`config.mk`:
```
export PLATFORM = sky130hd
export DESIGN_NAME = lock_sequencer
export DESIGN_NICKNAME = d
export VERILOG_FILES = /design/src/rtl/lock_sequencer.sv
export SDC_FILE = /design/constraint.sdc
export NUM_CORES = 1
export LEC_CHECK = 0
export CORE_ASPECT_RATIO = 1.25
export CORE_MARGIN = 10
export CORE_UTILIZATION = 55
export DETAILED_ROUTE_END_ITERATION = 10
export PLACE_DENSITY = 0.78
export SLEW_MARGIN = 15
export SYNTH_ARGS = -nofsm -noshare
export SYNTH_HDL_FRONTEND = slang
export SYNTH_SLANG_ARGS = --single-unit
```
`constraint.sdc`:
```
create_clock -name clk -period 2.3 [get_ports clk]
set_clock_uncertainty 0.15 [all_clocks]
set_input_delay 0.575 -clock clk [delete_from_list [all_inputs] [get_ports clk]]
set_output_delay 0.575 -clock clk [all_outputs]
set_load 0.01 [all_outputs]
```
`src/rtl/lock_sequencer.sv`:
```
// Security-state controller: checks keypad entries against the stored code, opens the lock,
// escalates repeated failures into a timed lockout and runs the change-code flow.
module lock_sequencer #(
  parameter logic [15:0] DEFAULT_CODE   = 16'h1234,
  parameter int          MAX_ATTEMPTS   = 3,
  parameter int          UNLOCK_CYCLES  = 1000,
  parameter int          LOCKOUT_CYCLES = 5000,
  localparam int         AW             = $clog2(MAX_ATTEMPTS + 1),
  localparam int         TMAX           = (UNLOCK_CYCLES > LOCKOUT_CYCLES) ? UNLOCK_CYCLES
                                                                           : LOCKOUT_CYCLES,
  localparam int         TW             = $clog2(TMAX + 1)
) (
  input  logic          clk,
  input  logic          reset,
  input  logic [15:0]   digits,
  input  logic          storageFull,
  input  logic          enter,
  input  logic          newPassword,
  output logic          unlocked,
  output logic          alarm,
  output logic          settingCode,
  output logic          clearEntry,
  output logic          codeUpdated,
  output logic [AW-1:0] attemptsLeft
);

  typedef enum logic [1:0] {
    S_LOCKED,
    S_UNLOCKED,
    S_SET_CODE,
    S_LOCKOUT
  } state_t;

  localparam logic [AW-1:0] ATTEMPTS_FULL = AW'(MAX_ATTEMPTS);
  localparam logic [TW-1:0] T_UNLOCK      = TW'(UNLOCK_CYCLES);
  localparam logic [TW-1:0] T_LOCKOUT     = TW'(LOCKOUT_CYCLES);

  state_t        state_q, state_d;
  logic [TW-1:0] timer_q, timer_d;
  logic [15:0]   code_q, code_d;
  logic [AW-1:0] attempts_d;
  logic          clear_d, updated_d;
  logic          enter_q, new_pw_q;
  logic          enter_rise, new_pw_rise, expired;

  // Keys are levels; holding one down counts as a single event.
  assign enter_rise  = enter & ~enter_q;
  assign new_pw_rise = newPassword & ~new_pw_q;
  assign expired     = (timer_q == TW'(1));

  // NOTE: every variable written here gets a default first, so no path leaves one
  // unassigned and no latch is inferred.
  always_comb begin
    state_d    = state_q;
    timer_d    = (timer_q != '0) ? timer_q - TW'(1) : '0;
    code_d     = code_q;
    attempts_d = attemptsLeft;
    clear_d    = 1'b0;
    updated_d  = 1'b0;

    unique case (state_q)
      S_LOCKED: begin
        if (enter_rise) begin
          clear_d = 1'b1;
          if (storageFull) begin
            if (digits == code_q) begin
              state_d    = S_UNLOCKED;
              attempts_d = ATTEMPTS_FULL;
              timer_d    = T_UNLOCK;
            end else if (attemptsLeft <= AW'(1)) begin
              state_d    = S_LOCKOUT;
              attempts_d = '0;
              timer_d    = T_LOCKOUT;
            end else begin
              attempts_d = attemptsLeft - AW'(1);
            end
          end
        end
      end

      S_UNLOCKED: begin
        // enter outranks newPassword when both rise together.
        if (enter_rise) begin
          state_d = S_LOCKED;
          timer_d = '0;
          clear_d = 1'b1;
        end else if (new_pw_rise) begin
          state_d = S_SET_CODE;
          timer_d = T_UNLOCK;
          clear_d = 1'b1;
        end else if (expired) begin
          state_d = S_LOCKED;
        end
      end

      S_SET_CODE: begin
        if (enter_rise && storageFull) begin
          state_d   = S_UNLOCKED;
          code_d    = digits;
          timer_d   = T_UNLOCK;
          clear_d   = 1'b1;
          updated_d = 1'b1;
        end else begin
          // A partial entry is flushed but must not hold the window open past expiry.
          clear_d = enter_rise;
          if (expired) begin
            state_d = S_LOCKED;
          end
        end
      end

      S_LOCKOUT: begin
        if (expired) begin
          state_d    = S_LOCKED;
          attempts_d = ATTEMPTS_FULL;
        end
      end

      default: begin
        state_d = S_LOCKED;
        timer_d = '0;
      end
    endcase
  end

  // NOTE: sequential state uses non-blocking assignments so every flop samples the
  // pre-edge values, independent of statement order.
  always_ff @(posedge clk or negedge reset) begin
    if (!reset) begin
      state_q      <= S_LOCKED;
      timer_q      <= '0;
      // NOTE: the stored code is a real reset target, not a don't-care memory: a reset
      // mid change-code must fall back to the factory code.
      code_q       <= DEFAULT_CODE;
      attemptsLeft <= ATTEMPTS_FULL;
      enter_q      <= 1'b0;
      new_pw_q     <= 1'b0;
      unlocked     <= 1'b0;
      alarm        <= 1'b0;
      settingCode  <= 1'b0;
      clearEntry   <= 1'b0;
      codeUpdated  <= 1'b0;
    end else begin
      state_q      <= state_d;
      timer_q      <= timer_d;
      code_q       <= code_d;
      attemptsLeft <= attempts_d;
      enter_q      <= enter;
      new_pw_q     <= newPassword;
      unlocked     <= (state_d == S_UNLOCKED) || (state_d == S_SET_CODE);
      alarm        <= (state_d == S_LOCKOUT);
      settingCode  <= (state_d == S_SET_CODE);
      clearEntry   <= clear_d;
      codeUpdated  <= updated_d;
    end
  end

endmodule

```
=== After elaboration in Yosys (flattened, before gate mapping) ===
Cells that the tools add are included.

* Bits in registers: 40
* Input port bits: 21
* Output and inout port bits: 7
* Logic and storage cells: 67

* Add/sub/neg operators: 2
* Magnitude comparators: 1
* Equality and inequality tests: 11
* Multiplexer cells: 31
* Bitwise operators: 4
* Reductions and logical operators: 7

{| class="wikitable"
|+ Operators with widths
! cell !! count
|-
| $mux 13 || 8
|-
| $pmux 13 s3 || 1
|-
| $mux 2 || 13
|-
| $eq 16x16->1 || 1
|-
| $eq 13x1->1 const B || 1
|-
| $reduce_bool 13->1 || 1
|-
| $sub 13x1->13 const B || 1
|-
| $eq 2x2->1 const B || 4
|-
| $pmux 2 s4 || 1
|-
| $mux 1 || 6
|-
| $ne 2x2->1 const B || 3
|-
| $eq 2x1->1 const B || 2
|-
| $pmux 2 s2 || 1
|-
| $reduce_and 4->1 || 1
|-
| $pmux 1 s3 || 1
|-
| $and 1x1->1 || 2
|-
| $le 2x1->1 const B || 1
|-
| $logic_not 2->1 || 1
|-
| $not 1->1 || 2
|-
| $reduce_and 2->1 || 1
|-
| $reduce_bool 2->1 || 1
|-
| $sub 2x1->2 const B || 1
|-
| $logic_and 1x1->1 || 1
|-
| $logic_or 1x1->1 || 1
|}

=== Logic depth before layout (Yosys ltp) ===
Gate-level depths: netlist of the first run.

* Depth after elaboration: 8
* Mapped depth: 7
* Depth with buffers taken out: 7

=== Worst setup path before layout of the first run ===
OpenSTA, ideal clock, no wires.

* Path kind: input-to-reg
* Start point: in digits[0]
* End point: reg unlocked
* Setup time: 0.126 ns
* Arrival time: 1.870 ns
* Required time: 2.024 ns
* Slack: 0.154 ns
* Stages on the path: 6
* Path buffers: 0
* Path through: xnor2_1 nand4_1 nor4_4 nor3_1 a211oi_1 ha_1

* Word-level cells in the longest chain between the ends: 7
* Elaborated cells on any way between the ends: 8
* Classes of those cells: eq/ne (3); mux (4); reduce/logical (1)

{| class="wikitable"
|+ RTL lines
! what !! line !! source
|-
| from (decl) || 15 || <nowiki>input logic [15:0] digits,</nowiki>
|-
| $eq 16x16->1 * || 66 || <nowiki>if (digits == code_q) begin</nowiki>
|-
| $mux 2 * || 66 ||
|-
| $mux 2 * || 65 || <nowiki>if (storageFull) begin</nowiki>
|-
| $mux 2 * || 63 || <nowiki>if (enter_rise) begin</nowiki>
|-
| $pmux 2 s4 * || 61 || <nowiki>unique case (state_q)</nowiki>
|-
| net state_d[0] || 38 || <nowiki>state_t state_q, state_d;</nowiki>
|-
| $eq 2x1->1 or $eq 2x2->1 (tied branches) || 150 || <nowiki>unlocked <= (state_d == S_UNLOCKED) || (state_d == S_SET_CODE);</nowiki>
|-
| $logic_or 1x1->1 * || 150 ||
|-
| to (signal assigned) || 150 ||
|-
| to (decl) || 19 || <nowiki>output logic unlocked,</nowiki>
|}

The timed path passes the listed nets; every way through them passes the cells marked *.
A chain may end at the register's enable or synchronous reset.

=== Worst setup path after layout of the first run ===
* Start point: reg attemptsLeft[1]
* End point: out attemptsLeft[1]

{| class="wikitable"
|+ RTL lines
! what !! line !! source
|-
| from (decl) || 24 || <nowiki>output logic [AW-1:0] attemptsLeft</nowiki>
|-
| from (signal assigned) || 147 || <nowiki>attemptsLeft <= attempts_d;</nowiki>
|}

No word-level cell between the ends.

==> flow_metrics.tcl, run 1 <==
set metrics [dict create \
    endpoint "attemptsLeft[1]" \
    detail_route.wirelength_um 4600 \
    power.internal_mw 2.07 \
    cp_num_cells 1 \
    tritoncts.num_buffers 5 \
    worst-endpoint-required_ps 1570 \
    highest_count_cells_in_the_layout_ignoring_fill_and_taps "sky130_fd_sc_hd__nand2_1, sky130_fd_sc_hd__dfrtp_1, sky130_fd_sc_hd__xnor2_1, sky130_fd_sc_hd__o21ai_0" \
    io_pins 28 \
    grt_use_met3_pct 4.68 \
    synthArstFlopShare_pct 100 \
    final.setup.tns_ps 0 \
    worst-path-max-fanout 7 \
    fillers 284 \
    seqCellArea_um2 1010 \
    finalCritPeriodShare_pct 96.0 \
    number_of_violations_of_the_max_capacitance_limit 0 \
    p_switching_mw 1.36 \
    syn_avg_cell_area_um2 9.38 \
    clock_sink_count 40 \
    global_route_met1_utilization_pct 16.1 \
    critical_path.cell_chain "clkdlybuf4s50_1" \
    synth-seq-area-share_pct 46.8 \
    core_um2 3780 \
    die_y_um 90.0 \
    clock-root-buffer "sky130_fd_sc_hd__clkbuf_8" \
    post_synth_inst_count 230 \
    cp_peak_stage_delay_ps 610 \
    maximum_vdd_drop_uv 947 \
    netlist.top_cell.by_area "sky130_fd_sc_hd__dfrtp_1" \
    synth.distinct_cells 41 \
    hold_violations 0 \
    critical-path-top-delay-family "flip-flops" \
    cp-start-kind "register" \
    worst_pin_slew_ps 541 \
    clk_path_buf_depth 2 \
    critPathArrivalTime_ps 1480 \
    setup_viol 0 \
    worstSetupEndpointType "output port" \
    syn_area_um2 2160 \
    std_cell_rows 25 \
    yosys.area.top_type_share_pct 38.3 \
    number_of_inserted_diodes 0 \
    setup.worst_path.start "attemptsLeft[1]" \
    floorplan.die_area_um2 6840 \
    final.min_clock_period_ps 2210 \
    p_clk_share_pct 14.3 \
    place_area_um2 2550 \
    initialDrtViolationCount 100 \
    report.final.slew_viol_count 0 \
    initial_core_util_pct 57.0 \
    cts_tree "done" \
    syn_nets 260 \
    finalWeightedCongestion 0.846 \
    r2r_end "unlocked" \
    drcViolationCount 0 \
    first_pass_grt_wire_length_um 8000 \
    place.detailed.hpwl_um 3280 \
    timing.hold.ws_ps 74.0 \
    vias 1701 \
    global_route_met2_utilization_pct 23.4 \
    clock_tree.htree_level_count 2 \
    area_growth_pct 26.2 \
    power-per-cell-area_nw_per_um2 1260 \
    grt_max_degree 22 \
    outcome "complete, no violations" \
    synth_enable_flop_cells 0 \
    rr_worst_depth 5 \
    grt_usage_pct 13.9 \
    unrepaired_setup_endpoints_after_global_routing "false" \
    clk_pin_slew_worst_paths_ps 80 \
    pwr-share-seq_pct 39.1 \
    globalRoute.busiestLayer "met2" \
    number_of_global_route_vias_before_repair 1785 \
    worstSetupPathType "reg2out" \
    critical_path_buf_inv_count 1 \
    clk-insertion-delay-late_ps 300 \
    grt_overflow_total 0 \
    r2r_setup_slk_ps 100 \
    power.total_mw 3.44 \
    maxSlewHeadroom_pct 63.9 \
    final_layout_size_suffix_gt1_share_pct 16.1 \
    holdBufCountCts 0 \
    avgRoutedWirePerCell_um 14.1 \
    max_freq_mhz 453 \
    p_leak_nw 1.30 \
    finish.utilization_pct 71.9 \
    numPortBuffers 27 \
    ys_warn_count 0 \
    holdCritPathClass "in2async" \
    slowest_stage "sky130_fd_sc_hd__dfstp_2" \
    detailedRoute.firstPassIterationCount 4 \
    switching_share_pct 39.6 \
    synth-main-ff-cell "sky130_fd_sc_hd__dfrtp_1" \
    crit-reg2reg-launch "timer_q[6]" \
    die_width_um 76.0 \
    final_common_cell "sky130_fd_sc_hd__nand2_1" \
    yosys_register_bits 40 \
    post_drt_via_cell_ratio 5.20 \
    antenna_violating_nets_post_route 0 \
    share_comb_of_total_power_pct 46.6 \
    grt_antenna_before_repair 0 \
    fin_area_um2 2720 \
    synthTopCellsByArea "sky130_fd_sc_hd__dfrtp_1, sky130_fd_sc_hd__nand2_1, sky130_fd_sc_hd__dfstp_2, sky130_fd_sc_hd__xnor2_1, sky130_fd_sc_hd__ha_1" \
    multiInputGateArea_um2 1140 \
    design.final.nets 302 \
]
## cells in the mapped netlist, types with 4 or more instances
cell,count
sky130_fd_sc_hd__nand2_1,56
sky130_fd_sc_hd__dfrtp_1,33
sky130_fd_sc_hd__xnor2_1,20
sky130_fd_sc_hd__o21ai_0,17
sky130_fd_sc_hd__nor2_1,13
sky130_fd_sc_hd__ha_1,9
sky130_fd_sc_hd__nand4_1,9
sky130_fd_sc_hd__inv_1,8
sky130_fd_sc_hd__dfstp_2,7
sky130_fd_sc_hd__a21oi_1,6
sky130_fd_sc_hd__xor2_1,6
sky130_fd_sc_hd__nand3b_1,4
## cell type report
| cell class | instances | area share, % |
|---|---|---|
| Clock buffer | 6 | 3.03 |
| Sequential cell | 40 | 37.1 |
| Inverter | 9 | 1.24 |
| Clock inverter | 2 | 0.552 |
| Timing Repair Buffer | 40 | 13.8 |
| Tap cell | 54 | 2.48 |
| Multi-Input combinational cell | 176 | 41.8 |
## worst min-delay path by stage
stage,startpoint,end,slack (ps),cells after the start
after floorplan,reset,alarm,130,0
after global placement,code_q[2],code_q[2],300,2
after detailed placement,code_q[4],code_q[4],310,2
after CTS,reset,code_q[13],80,1
after global routing,reset,code_q[15],100,1
final,reset,timer_q[9],70,1
## what timing repair did
item / CTS / global route
gates resized for setup: 10 / 12
pin swaps: 6 / 9
setup buffers: 2 / 0
endpoints found under the setup margin: 1 / 11
## cells by family (layout without fill, tap and decap cells)
| kind of cell | Yosys count | count (layout) | share of synthesized area, % |
|---|---|---|---|
| flip-flops | 40 | 40 | 46.8 |
| multiplexers | 2 | 2 | 0.928 |
| adder cells (fa/ha/maj) | 9 | 9 | 5.22 |
| buffers and inverters | 14 | 57 | 2.55 |
| AND/OR/NAND/NOR | 103 | 103 | 23.5 |
| XOR/XNOR | 26 | 26 | 10.6 |
| AO/OA/AOI/OAI | 36 | 36 | 10.4 |
## through the flow
stage | worst slack [ps] | cells
2_1_floorplan | 154 | 230
3_3_place_gp | -339 | 317
3_5_place_dp | -384 | 317
4_1_cts | 4.59 | 327
5_1_grt | 3.04 | 327
6_report | 93.0 | 327
## power by group through the flow
| stage | clock [mW] | combinational (mW) | sequential (mW) |
|---|---|---|---|
| final | 0.492 | 1.60 | 1.34 |
| after global routing | 0.539 | 1.83 | 1.39 |
| after CTS | 0.506 | 1.56 | 1.32 |
| after detailed placement | 0 | 1.48 | 1.34 |
| after global placement | 0 | 1.45 | 1.32 |
| after floorplan | 0 | 1.05 | 1.30 |
## routing by layer
metal,share of wire (%),routed length [um]
met1,43,1980
met2,52,2370
met3,3.9,178
met4,1.3,58
met5,0,0
## sequential cells by signal, indices dropped and copies added (netlist names)
register,count
enter_q,1
clearEntry,1
timer_q,13
codeUpdated,1
new_pw_q,1
alarm,1
code_q,16
state_q,2
attemptsLeft,2
settingCode,1
unlocked,1
Power figures use the tool's default switching activity.
==> inputs of run 2 (changes only) <==
Settings changed: CTS_CLUSTER_DIAMETER set to 120, SKIP_CTS_REPAIR_TIMING set to 1.
==> run 2 against run 1 <==
Effect of this change:
- first-iteration DRC count down 14%
- cell count down 0.61%
- sequential power hardly changed
- wire length fell by 3.0%
- utilization about the same
- largest cell class unchanged
==> flow_metrics.tcl, run 2 (synthesized netlist as in run 1, its figures left out) <==
set metrics [dict create \
    outcome "complete, no violations" \
    p_leak_nw 1.30 \
    dp_cells 317 \
    number_of_violations_of_the_max_capacitance_limit 0 \
    maxSlewHeadroom_pct 63.8 \
    unrepaired_setup_endpoints_after_global_routing "false" \
    registers_with_the_highest_flip_flop_counts "code_q: 16 flops, timer_q: 13 flops" \
    max_freq_mhz 447 \
    clk_path_buf_depth 2 \
    initialDrtViolationCount 86 \
    power.internal_mw 2.06 \
    maximum_vdd_drop_uv 930 \
    initial_core_util_pct 57.0 \
    number_of_global_route_vias_before_repair 1761 \
    vias 1692 \
    tritoncts.num_buffers 5 \
    worstSetupPathType "in2reg" \
    design.final.nets 300 \
    grt_max_degree 22 \
    clock_tree.htree_level_count 2 \
    slowest_stage "sky130_fd_sc_hd__clkdlybuf4s50_1" \
    std_cell_rows 25 \
    switching_share_pct 39.5 \
    io_pins 28 \
    die_width_um 76.0 \
    setup_viol 0 \
    detail_route.wirelength_um 4460 \
    drcViolationCount 0 \
    cp_peak_stage_delay_ps 500 \
    critPathArrivalTime_ps 2270 \
    holdCritPathClass "in2async" \
    finish.utilization_pct 71.9 \
    grt_overflow_total 0 \
    fin_cells 325 \
    grt_usage_pct 13.7 \
    grt_antenna_before_repair 0 \
    post_drt_via_cell_ratio 5.21 \
    avgRoutedWirePerCell_um 13.7 \
    pwr-share-seq_pct 39.5 \
    clock-root-buffer "sky130_fd_sc_hd__clkbuf_8" \
    antenna_violating_nets_post_route 0 \
    final_common_cell "sky130_fd_sc_hd__nand2_1" \
    highest_count_cells_in_the_layout_ignoring_fill_and_taps "sky130_fd_sc_hd__nand2_1, sky130_fd_sc_hd__dfrtp_1, sky130_fd_sc_hd__xnor2_1, sky130_fd_sc_hd__o21ai_0, sky130_fd_sc_hd__clkdlybuf4s50_1" \
    finalWeightedCongestion 0.846 \
    placement.setup.worst_slack_ps -384 \
    power-per-cell-area_nw_per_um2 1250 \
    place.detailed.hpwl_um 3280 \
    critical-path-top-delay-family "buffers and inverters" \
    cp-start-kind "input port" \
    largest_reg_flops 16 \
    worst-path-max-fanout 3 \
    final.setup.worst_slack_ps 64.9 \
    cts_tree "done" \
    floorplan.die_area_um2 6840 \
    timing.hold.ws_ps 76.4 \
    final.setup.tns_ps 0 \
    final_layout_size_suffix_gt1_share_pct 15.5 \
    critical_path_buf_inv_count 1 \
    p_switching_mw 1.34 \
    largest_register "code_q" \
    report.final.slew_viol_count 0 \
    share_comb_of_total_power_pct 46.1 \
    numPortBuffers 27 \
    p_clk_share_pct 14.4 \
    number_of_inserted_diodes 0 \
    worst_pin_slew_ps 544 \
    worst-endpoint-required_ps 2330 \
    area_growth_pct 26.1 \
    final.min_clock_period_ps 2240 \
    worstSetupEndpointType "register" \
    first_pass_grt_wire_length_um 7890 \
    clk-insertion-delay-late_ps 290 \
    hold_violations 0 \
    finalCritPeriodShare_pct 97.2 \
    die_y_um 90.0 \
    clk_pin_slew_worst_paths_ps 80 \
    detailedRoute.firstPassIterationCount 4 \
    core_um2 3780 \
    clock_sink_count 40 \
    critical_path.cell_chain "clkdlybuf4s50_1 -> xnor2_1 -> nand4_1 -> nor4_4 -> a21oi_1 -> o21bai_4 -> ha_1" \
]
## run 2: cell count changes in the layout (fill, tap and decap cells not counted)
cell                              change
sky130_fd_sc_hd__nor4_1               -1
sky130_fd_sc_hd__nor4_2               +1
sky130_fd_sc_hd__nor3_2               -1
sky130_fd_sc_hd__buf_4                -2
sky130_fd_sc_hd__dlymetal6s2s_1       +2
sky130_fd_sc_hd__nor3_1               +1
sky130_fd_sc_hd__dlygate4sd2_1        -6
sky130_fd_sc_hd__clkdlybuf4s50_1      +4
## run 2: worst paths after layout
| path | from | endpoint | slack [ps] | depth (start not counted) |
|---|---|---|---|---|
| setup / recovery | digits[1] | unlocked | 60 | 7 |
| hold / removal | reset | timer_q[9] | 80 | 1 |
| setup reg to reg | timer_q[8] | unlocked | 180 | 5 |
| hold reg to reg | code_q[4] | code_q[4] | 320 | 2 |
| max in group asynchronous | reset | code_q[4] | 1350 | 2 |
| min in group clk | code_q[4] | code_q[4] | 320 | 2 |
## run 2: routing by layer
layer  vias to the layer above  track usage, %  share of wire (%)
met3                         7            4.68                4.5
met5                         -               0                  0
met4                         0            4.43                1.4
met2                        28            23.1                 50
met1                       803            15.9                 44
li1                        854               -                  -
## run 2: through the flow
stage / area, um^2 / total power [mW]
2_1_floorplan: 2160 / 2.36
3_3_place_gp: 2550 / 2.77
3_5_place_dp: 2550 / 2.81
4_1_cts: 2650 / 3.33
5_1_grt: 2720 / 3.72
6_report: 2720 / 3.40
## run 2: final cells by class
cell class / count / area (um^2)
Clock inverter: 2 / 15.0
Multi-Input combinational cell: 176 / 1140
Tap cell: 54 / 67.6
Fill cell: 293 / 1060
Sequential cell: 40 / 1010
Clock buffer: 6 / 82.6
Inverter: 9 / 33.8
Timing Repair Buffer: 38 / 373
## run 2: worst reg2reg max path, stage by stage (launching register included)
cell and delay (ps):
sky130_fd_sc_hd__dfrtp_1 450, sky130_fd_sc_hd__nor4_4 360, sky130_fd_sc_hd__nand4_1 260, sky130_fd_sc_hd__a311oi_2 400, sky130_fd_sc_hd__a211oi_2 90, sky130_fd_sc_hd__ha_1 300
## run 2: power groups by stage
stage	Sequential (mW)	Clock, mW	Combinational [mW]
floorplan	1.30	0	1.05
finish	1.34	0.489	1.57
global placement	1.32	0	1.45
CTS	1.32	0.506	1.50
global route	1.39	0.539	1.80
detailed placement	1.34	0	1.48
==> inputs of run 3 (changes only) <==
Settings changed: GPL_TIMING_DRIVEN set to 0.
==> run 3 against run 2 <==
Effect of this change:
- first-iteration DRC count fell by 9.3%
- critical path type is now reg2reg
- die area did not move
- sequential share of layout area fell by 0.52 points
- via count rose by 0.53%
- utilization rose by 1.0 points
- total power rose by 4.2%
- setup slack improved by 35 ps
- wire length rose by 4.1%
- clock power rose by 37%
- clock-buffer cell count did not move
==> flow_metrics.tcl, run 3 (synthesized netlist as in run 1, its figures left out) <==
set metrics [dict create \
    final.setup.worst_slack_ps 100 \
    placement.setup.worst_slack_ps -594 \
    place_area_um2 2510 \
    maximum_vdd_drop_uv 913 \
    largest_register "code_q" \
    vias 1701 \
    final_layout_size_suffix_gt1_share_pct 14.0 \
    crit-reg2reg-launch "timer_q[8]" \
    dp_cells 312 \
    number_of_inserted_diodes 0 \
    die_width_um 76.0 \
    hold_violations 0 \
    max_freq_mhz 455 \
    grt_antenna_before_repair 0 \
    io_pins 28 \
    rr_worst_depth 5 \
    highest_count_cells_in_the_layout_ignoring_fill_and_taps "sky130_fd_sc_hd__nand2_1, sky130_fd_sc_hd__dfrtp_1, sky130_fd_sc_hd__xnor2_1, sky130_fd_sc_hd__o21ai_0, sky130_fd_sc_hd__dlymetal6s2s_1" \
    clk-insertion-delay-late_ps 290 \
    floorplan.die_area_um2 6840 \
    worst-endpoint-required_ps 2320 \
    numPortBuffers 27 \
    critical_path.cell_chain "nor4_2 -> nand4_1 -> o21ai_0 -> a211oi_2 -> ha_1" \
    critical-path-top-delay-family "simple AND/OR/NAND/NOR gates" \
    die_y_um 90.0 \
    p_leak_nw 1.37 \
    avgRoutedWirePerCell_um 14.3 \
    grt_max_degree 27 \
    initial_core_util_pct 57.0 \
    r2r_setup_slk_ps 100 \
    place.detailed.hpwl_um 3270 \
    detailedRoute.firstPassIterationCount 4 \
    std_cell_rows 25 \
    cts_tree "done" \
    report.final.slew_viol_count 0 \
    design.final.nets 300 \
    outcome "complete, no violations" \
    worstSetupEndpointType "register" \
    tritoncts.num_buffers 5 \
    finalWeightedCongestion 0.866 \
    fin_cells 325 \
    final.min_clock_period_ps 2200 \
    registers_with_the_highest_flip_flop_counts "code_q: 16 flops, timer_q: 13 flops" \
    largest_reg_flops 16 \
    grt_overflow_total 0 \
    core_um2 3780 \
    grt_usage_pct 13.1 \
    clock_sink_count 40 \
    initialDrtViolationCount 78 \
    area_growth_pct 27.9 \
    fillers 288 \
    r2r_end "unlocked" \
    power.total_mw 3.54 \
    drcViolationCount 0 \
    slowest_stage "sky130_fd_sc_hd__dfrtp_1" \
    power-per-cell-area_nw_per_um2 1280 \
    holdCritPathClass "in2async" \
    worst-path-max-fanout 5 \
    clock_tree.htree_level_count 2 \
    number_of_violations_of_the_max_capacitance_limit 0 \
    clk_path_buf_depth 2 \
    worst_pin_slew_ps 448 \
    detail_route.wirelength_um 4640 \
    setup_viol 0 \
    antenna_violating_nets_post_route 0 \
    clock-root-buffer "sky130_fd_sc_hd__clkbuf_8" \
    number_of_global_route_vias_before_repair 1590 \
    post_drt_via_cell_ratio 5.23 \
    cp_peak_stage_delay_ps 440 \
    critical_path_buf_inv_count 0 \
    clk_pin_slew_worst_paths_ps 80 \
    fin_area_um2 2760 \
    finalCritPeriodShare_pct 95.6 \
    first_pass_grt_wire_length_um 7470 \
    maxSlewHeadroom_pct 70.1 \
    cp-start-kind "register" \
    timing.hold.ws_ps 39.9 \
    worstSetupPathType "reg2reg" \
    critPathArrivalTime_ps 2220 \
    final_common_cell "sky130_fd_sc_hd__nand2_1" \
]
-- run 3: power breakdown --
group / switching (mW) / leakage (nW) / internal [mW]
clock: 0.238 / 0.0654 / 0.434
sequential: 0.274 / 0.498 / 1.06
combinational: 0.818 / 0.809 / 0.719
total: 1.33 / 1.37 / 2.21
-- run 3: cell type report --
type	count	area, um^2	area share [%]
Clock buffer	6	72.6	2.63
Sequential cell	40	1010	36.6
Inverter	9	33.8	1.22
Tap cell	54	67.6	2.45
Buffer	5	22.5	0.816
Timing Repair Buffer	33	363	13.2
Multi-Input combinational cell	176	1130	41.0
Clock inverter	2	60.1	2.18
-- run 3: through the flow --
step / util [%] / setup TNS, ps
finish: 72.9 / 0
global route: 72.9 / -16.9
CTS: 69.8 / -1070
detailed placement: 66.3 / -6890
global placement: 65.9 / -23590
floorplan: - / 0
-- run 3: how the worst max path moves through the flow --
stage / cells past startpoint / startpoint / endpoint / slack [ps]
2_1_floorplan: 6 / digits[0] / unlocked / 150
3_3_place_gp: 7 / digits[11] / unlocked / -600
3_5_place_dp: 7 / digits[0] / unlocked / -590
4_1_cts: 7 / digits[0] / unlocked / -310
5_1_grt: 5 / timer_q[8] / unlocked / -20
6_report: 5 / timer_q[8] / unlocked / 100
-- run 3: metal layers --
layer / global-route usage, % / wire [um] / vias to the layer above
met1: 15.8 / 1970 / 808
met5: 0 / 0 / -
met2: 21.8 / 2400 / 37
met3: 3.98 / 223 / 6
li1: - / - / 850
met4: 3.80 / 51 / 0
-- run 3: worst reg2reg max path, delay by kind of cell, from the launching register on --
family	cells	cell delay [ps]
flops	1	440
fa+ha+maj	1	280
compound gates	2	510
simple gates	2	710
